## src/rtl/sha256_pkg.sv

```systemverilog
// sha256_pkg: SHA-256 constants, bit functions and compressor FSM state type
package sha256_pkg;

    typedef enum logic [1:0] {IDLE, ROUND, UPDATE, DONE} Sha256CompState;

    localparam logic [31:0] K [0:63] = '{
        32'h428a2f98, 32'h71374491, 32'hb5c0fbcf, 32'he9b5dba5, 32'h3956c25b, 32'h59f111f1, 32'h923f82a4, 32'hab1c5ed5,
        32'hd807aa98, 32'h12835b01, 32'h243185be, 32'h550c7dc3, 32'h72be5d74, 32'h80deb1fe, 32'h9bdc06a7, 32'hc19bf174,
        32'he49b69c1, 32'hefbe4786, 32'h0fc19dc6, 32'h240ca1cc, 32'h2de92c6f, 32'h4a7484aa, 32'h5cb0a9dc, 32'h76f988da,
        32'h983e5152, 32'ha831c66d, 32'hb00327c8, 32'hbf597fc7, 32'hc6e00bf3, 32'hd5a79147, 32'h06ca6351, 32'h14292967,
        32'h27b70a85, 32'h2e1b2138, 32'h4d2c6dfc, 32'h53380d13, 32'h650a7354, 32'h766a0abb, 32'h81c2c92e, 32'h92722c85,
        32'ha2bfe8a1, 32'ha81a664b, 32'hc24b8b70, 32'hc76c51a3, 32'hd192e819, 32'hd6990624, 32'hf40e3585, 32'h106aa070,
        32'h19a4c116, 32'h1e376c08, 32'h2748774c, 32'h34b0bcb5, 32'h391c0cb3, 32'h4ed8aa4a, 32'h5b9cca4f, 32'h682e6ff3,
        32'h748f82ee, 32'h78a5636f, 32'h84c87814, 32'h8cc70208, 32'h90befffa, 32'ha4506ceb, 32'hbef9a3f7, 32'hc67178f2
    };

    localparam logic [31:0] IV [0:7] = '{
        32'h6a09e667, 32'hbb67ae85, 32'h3c6ef372, 32'ha54ff53a,
        32'h510e527f, 32'h9b05688c, 32'h1f83d9ab, 32'h5be0cd19
    };

    function automatic logic [31:0] ror(input logic [31:0] x, input int n);
        return (x >> n) | (x << (32 - n));
    endfunction

    function automatic logic [31:0] Ch(input logic [31:0] x, y, z);
        return (x & y) ^ (~x & z);
    endfunction

    function automatic logic [31:0] Maj(input logic [31:0] x, y, z);
        return (x & y) ^ (x & z) ^ (y & z);
    endfunction

    function automatic logic [31:0] Sigma0(input logic [31:0] x);
        return ror(x, 2) ^ ror(x, 13) ^ ror(x, 22);
    endfunction

    function automatic logic [31:0] Sigma1(input logic [31:0] x);
        return ror(x, 6) ^ ror(x, 11) ^ ror(x, 25);
    endfunction

    function automatic logic [31:0] sigma0(input logic [31:0] x);
        return ror(x, 7) ^ ror(x, 18) ^ (x >> 3);
    endfunction

    function automatic logic [31:0] sigma1(input logic [31:0] x);
        return ror(x, 17) ^ ror(x, 19) ^ (x >> 10);
    endfunction

    // Schedule word W[t+16] from W[t+14], W[t+9], W[t+1], W[t]
    function automatic logic [31:0] sched(input logic [31:0] w14, w9, w1, w0);
        return sigma1(w14) + w9 + sigma0(w1) + w0;
    endfunction

endpackage

```

## src/rtl/sha256_round.sv

```systemverilog
// sha256_round: one combinational SHA-256 round; state index 0 is a, 7 is h
module sha256_round
    import sha256_pkg::*;
(
    input  logic [0:7][31:0] s_in,
    input  logic [31:0]      w,
    input  logic [31:0]      k,
    output logic [0:7][31:0] s_out
);

    logic [31:0] t1, t2;

    // Compression round: new a from T1+T2, new e from d+T1, the rest shift down
    always_comb begin
        t1 = s_in[7] + Sigma1(s_in[4]) + Ch(s_in[4], s_in[5], s_in[6]) + k + w;
        t2 = Sigma0(s_in[0]) + Maj(s_in[0], s_in[1], s_in[2]);
        s_out = {t1 + t2, s_in[0], s_in[1], s_in[2], s_in[3] + t1, s_in[4], s_in[5], s_in[6]};
    end

endmodule

```

## src/rtl/sha256_compressor.sv

```systemverilog
// sha256_compressor: SHA-256 compression over a chunk stream; SHA256_COMPRESSOR_UNROLL2_EN runs two rounds per cycle
module sha256_compressor
    import sha256_pkg::*;
(
    input  logic         clk,
    input  logic         rst,
    input  logic         chunk_in_vld,
    output logic         chunk_in_rdy,
    input  logic [511:0] chunk_in,
    input  logic         chunk_in_last,
    output logic         digest_vld,
    input  logic         digest_rdy,
    output logic [255:0] digest
);

    Sha256CompState state, state_nxt;
    logic [0:7][31:0]  hs, vs, vs_nxt, r1;
    logic [0:15][31:0] w, w_nxt;
    logic [5:0]        t;
    logic              last_q;

    sha256_round u_round0 (.s_in(vs), .w(w[0]), .k(K[t]), .s_out(r1));

`ifdef SHA256_COMPRESSOR_UNROLL2_EN
    localparam logic [5:0] T_STEP = 6'd2;
    localparam logic [5:0] T_LAST = 6'd62;
    logic [0:7][31:0] r2;
    sha256_round u_round1 (.s_in(r1), .w(w[1]), .k(K[t + 6'd1]), .s_out(r2));
    assign vs_nxt = r2;
    assign w_nxt  = {w[2:15], sched(w[14], w[9], w[1], w[0]), sched(w[15], w[10], w[2], w[1])};
`else
    localparam logic [5:0] T_STEP = 6'd1;
    localparam logic [5:0] T_LAST = 6'd63;
    assign vs_nxt = r1;
    assign w_nxt  = {w[1:15], sched(w[14], w[9], w[1], w[0])};
`endif

    assign chunk_in_rdy = (state == IDLE) & ~rst;
    assign digest_vld   = (state == DONE);
    assign digest       = hs;

    // State register
    always_ff @(posedge clk) begin
        state <= rst ? IDLE : state_nxt;
    end

    // Next-state decode
    always_comb begin
        state_nxt = state;
        case (state)
            IDLE:    state_nxt = chunk_in_vld ? ROUND : IDLE;
            ROUND:   state_nxt = (t == T_LAST) ? UPDATE : ROUND;
            UPDATE:  state_nxt = last_q ? DONE : IDLE;
            DONE:    state_nxt = digest_rdy ? IDLE : DONE;
            default: state_nxt = IDLE;
        endcase
    end

    // Datapath: chunk load, rounds with schedule window shift, hash update, IV restore
    always_ff @(posedge clk) begin
        if (rst) begin
            for (int i = 0; i < 8; i++) hs[i] <= IV[i];
            t      <= '0;
            last_q <= 1'b0;
        end else begin
            case (state)
                IDLE: if (chunk_in_vld) begin
                    w      <= chunk_in;
                    vs     <= hs;
                    last_q <= chunk_in_last;
                    t      <= '0;
                end
                ROUND: begin
                    vs <= vs_nxt;
                    w  <= w_nxt;
                    t  <= t + T_STEP;
                end
                UPDATE: for (int i = 0; i < 8; i++) hs[i] <= hs[i] + vs[i];
                DONE: if (digest_rdy) for (int i = 0; i < 8; i++) hs[i] <= IV[i];
                default: ;
            endcase
        end
    end

endmodule

```

## config.mk

```make
export PLATFORM = sky130hd
export DESIGN_NAME = sha256_compressor
export DESIGN_NICKNAME = d
export VERILOG_FILES = /design/src/rtl/sha256_pkg.sv /design/src/rtl/sha256_round.sv /design/src/rtl/sha256_compressor.sv
export SDC_FILE = /design/constraint.sdc
export NUM_CORES = 2
export LEC_CHECK = 0
export ABC_AREA = 1
export ABC_CLOCK_PERIOD_IN_PS = 36300
export BUFFER_PORTS_ARGS = -buffer_cell sky130_fd_sc_hd__buf_2
export CAP_MARGIN = 20
export CORE_ASPECT_RATIO = 2
export CORE_MARGIN = 3
export CORE_UTILIZATION = 53
export DETAILED_ROUTE_END_ITERATION = 7
export GPL_TIMING_DRIVEN = 0
export PLACE_DENSITY_LB_ADDON = 0.25
export RECOVER_POWER = 25
export SYNTH_ARGS = -nofsm -noshare
export SYNTH_HDL_FRONTEND = slang
export SYNTH_SLANG_ARGS = --single-unit
```

## constraint.sdc

```tcl
create_clock -name clk -period 36.3 [get_ports clk]
set_clock_uncertainty 0.05 [all_clocks]
set_input_delay 1.815 -clock clk [delete_from_list [all_inputs] [get_ports clk]]
set_output_delay 1.815 -clock clk [all_outputs]
set_load 0.05 [all_outputs]
```

==> results of run 1 <==
## layer usage
layer  track usage (%)  overflow
met3              28.5         0
met5              4.23         0
met1              52.9         0
met4              73.2         7
met2              88.5        12
## cells by family after synthesis
family / Yosys count
compound gates: 1903
xor+xnor: 334
fa+ha+maj: 608
buf+inv: 1426
flops: 1033
simple gates: 4441
## stage by stage
step | utilization (%) | cells
CTS | 61.0 | 12600
detailed placement | 58.7 | 12400
global placement | 58.0 | 12400
floorplan | - | 9745
==> impl_metrics.yaml, run 1 <==
global_route:
  grt_max_degree: 39
  gr-usage-all-layers_pct: 59.2
  grt_pass1_vias: 82300
  grt_pass1_wl_microns: 607000
  grt_overflow: 19
status:
  haltStage: "5_1_grt"
  status: "did not finish"
  error: "[ERROR GRT-0116] Global routing finished with congestion. Check the congestion regions in the DRC Viewer."
clocking:
  numCtsBuffers: 96
  postCtsHoldBufs: 0
  cts_resized: 0
  clk_path_buf_depth: 3
  cts_setup_buffers: 0
  clock-sinks: 1033
  root_buffer: "clkbuf_16"
  htree_levels: 3
placement:
  io_buffers: 773
  dpl_cell_area_sq_um: 81500
  gp_congestion: 1.18
  pre_cts_slack_ns: 26.79
  hpwlAfterDp_microns: 334000
floorplanning:
  start_util_pct: 53.5
  die_w_microns: 271
  die_h_microns: 536
  row_count: 193
  io_pins: 775
synthesis:
  synth_mux_area_share_pct: 0
  yosysSeqAreaShare_pct: 38.2
  synth-xor-area-share_pct: 3.94
  synth_fp_nets: 10900
  synth_area_sq_um: 74300
  ys_ff_latch: 1033
  synth_flop_cell: "edfxtp_1"
  avgSynthCellArea_sq_um: 7.63
  synth_top_family_by_area: "simple AND/OR/NAND/NOR gates"
  yosys.area.top_type: "edfxtp_1"
  synth_cell_types: 69
  yosys_warnings: 0
  async_flop_share_pct: 0
  synth_edf_count: 768
  synth_common_cells: "nand2_1, inv_1, edfxtp_1, a21oi_1, o21ai_0"
  synth_top_area_share_pct: 31.0
  postSynthCellCount: 9745
  synth.most_common_cell: "nand2_1"
  synth-simple-area-share_pct: 23.9
  synth_compound_area_share_pct: 14.4
  synth.area.top_cells: "edfxtp_1, nand2_1, dfxtp_1, ha_1, inv_1"
  synthAdderAreaFrac_pct: 12.2
==> run 2: changes to the inputs <==
Settings changed: ABC_CLOCK_PERIOD_IN_PS 36300 to 47200, CORE_ASPECT_RATIO 2 to default, CORE_UTILIZATION 53 to 38, PLACE_DENSITY_LB_ADDON 0.25 to 0.15.
Clock period 36.3 ns to 47.2 ns, I/O delays scaled along.
==> run 2 against run 1 <==
The flow now finishes, with violations (capacitance limit, slew limit). Area after synthesis unchanged. Synthesized cell count unchanged.
==> impl_metrics.yaml, run 2 <==
layout:
  area_delta_synth_final_pct: 17.1
  drive_gt1_share_pct: 11.3
  nNetsFinal: 11800
  instances_no_fill: 13400
  final_area_sq_um: 87000
  final_cell_mix: "nand2_1, inv_1, buf_2, edfxtp_1, a21oi_1"
  layout_commonest_cell: "nand2_1"
  regMostFlops: "w"
  largest_reg_flops: 512
  finish.utilization_pct: 45.0
global_route:
  gr-usage-all-layers_pct: 38.6
  grt_pass1_wl_microns: 544000
  grt_overflow: 0
  grt_pass1_vias: 71200
  grt_max_degree: 36
  antenna_found_initial: 50
timing:
  timing.final.crit_period_ns: 8.94
  hold_viol: 0
  rsz0062_at_grt: "no"
  setup_viol: 0
  period_share_pct: 18.9
  slew_viol_final: 33
  worstMarginPinSlew_ns: 2.32
  max_clock_freq_mhz: 112
  relSlewSlack_pct: -54.8
floorplanning:
  row_count: 161
  die_h_microns: 448
  die_w_microns: 448
  dieArea_sq_um: 201000
  core-area_sq_um: 194000
  io_pins: 775
  start_util_pct: 38.4
synthesis:
  ys_ff_latch: 1033
  synth.area.top_cells: "edfxtp_1, nand2_1, dfxtp_1, ha_1, inv_1"
  avgSynthCellArea_sq_um: 7.63
  synth_flop_cell: "edfxtp_1"
  synth_common_cells: "nand2_1, inv_1, edfxtp_1, a21oi_1, o21ai_0"
  synth_area_sq_um: 74300
  postSynthCellCount: 9745
  yosysSeqAreaShare_pct: 38.2
  synth_fp_nets: 10900
  synth_edf_count: 768
  yosys_warnings: 0
  async_flop_share_pct: 0
  yosys.area.top_type: "edfxtp_1"
  synth_cell_types: 69
  synth.most_common_cell: "nand2_1"
  synth_top_area_share_pct: 31.0
worst_setup_path:
  critPathRequiredTime_ns: 47.70
  timing.rr.start: "t[1]"
  cpMaxStageDelayCell: "nor2_1"
  slowest_delay_ns: 0.65
  cp_num_cells: 33
  cp-startpoint: "t[1]"
  critPathCapture: "vs[250]"
  worstPathMaxFanout: 9
  startpoint_type: "register"
  r2r_slack_ns: 38.26
  crit_type: "register to register"
  crit_buf_inv: 7
  crit_arrival_ns: 9.44
  critPathTopFamily: "adder cells"
  reg2reg_depth: 33
  r2r-end: "vs[250]"
  critPathCaptureType: "register"
status:
  status: "finished, violations left"
  failed_checks: "capacitance limit, slew limit"
clocking:
  cts_setup_buffers: 0
  postCtsHoldBufs: 0
  clock-sinks: 1033
  root_buffer: "clkbuf_16"
  cts_resized: 0
  clkLatencyLatePin_ns: 0.82
  clk_pin_slew_worst_paths_ns: 0.05
  htree_levels: 4
  cts_tree: "built"
  clk_path_buf_depth: 3
  numCtsBuffers: 131
routing:
  drc_errors: 0
  drt-vias-per-instance: 5.62
  wl_microns: 399000
  vias: 75600
  ant_nets: 0
  drtPass1Iterations: 8
  first_iter_violations: 9503
  wl_per_cell_microns: 29.7
placement:
  dp_cells: 13200
  io_buffers: 773
  hpwlAfterDp_microns: 328000
  gp_congestion: 1.05
  dpl_cell_area_sq_um: 82500
hold_path:
  hp-start: "digest[246]"
  hp-class: "register to register"
flow_run:
  max_cap_violations: 3
==> run 2: cell counts after synthesis <==
No cell type changed its count.
==> run 2: final cells by class <==
class                      count  area [sq um]
antenna                       22          55.1
buffer                       352          1520
sequential                  1033         28400
clock inverter                79          1080
timing repair buffer         825          4870
tap                         2608          3260
clock buffer                 160          3420
multi-input combinational   7286         40400
inverter                    1074          4030
fill                       20000        107000
==> run 2: worst min path at each step <==
| stage | endpoint | slack, ns | cells past startpoint |
|---|---|---|---|
| global placement | last_q | 0.43 | 2 |
| CTS | w[444] | 0.45 | 2 |
| finish | digest[246] | 0.45 | 2 |
| detailed placement | last_q | 0.43 | 2 |
| global route | w[121] | 0.48 | 2 |
| floorplan | last_q | 0.40 | 2 |
==> run 2: worst min-delay path: stages (launching register included) <==
cell and delay [ns]:
dfxtp_1 0.33, nand2_1 0.07, a21oi_1 0.05
==> run 2: per-layer routing <==
metal	part of all wire (%)	GRT usage, %
met5	0.022	0
met4	6.0	19.3
met3	9.7	8.00
met2	43	58.9
met1	41	52.0
==> run 2: logic make-up after synthesis <==
group | share of synthesized area, %
AOI/OAI and AO/OA | 14.4
xor gates and xnor gates | 3.94
adders and majority gates | 12.2
buffers and inverters | 7.48
DFF | 38.2
and+or+nand+nor | 23.9
==> run 2: per-stage QoR <==
stage,hold WS (ns),TNS [ns],setup WS [ns]
3_5_place_dp,0.432,0,38.52
2_1_floorplan,0.404,0,10.68
5_1_grt,0.476,0,38.00
6_report,0.447,0,38.26
3_3_place_gp,0.429,-4503.69,-6.12
4_1_cts,0.450,0,38.50
Power of run 2 is not shown: default switching activity piles up to over one toggle a cycle in this logic, so the estimate is an artifact.
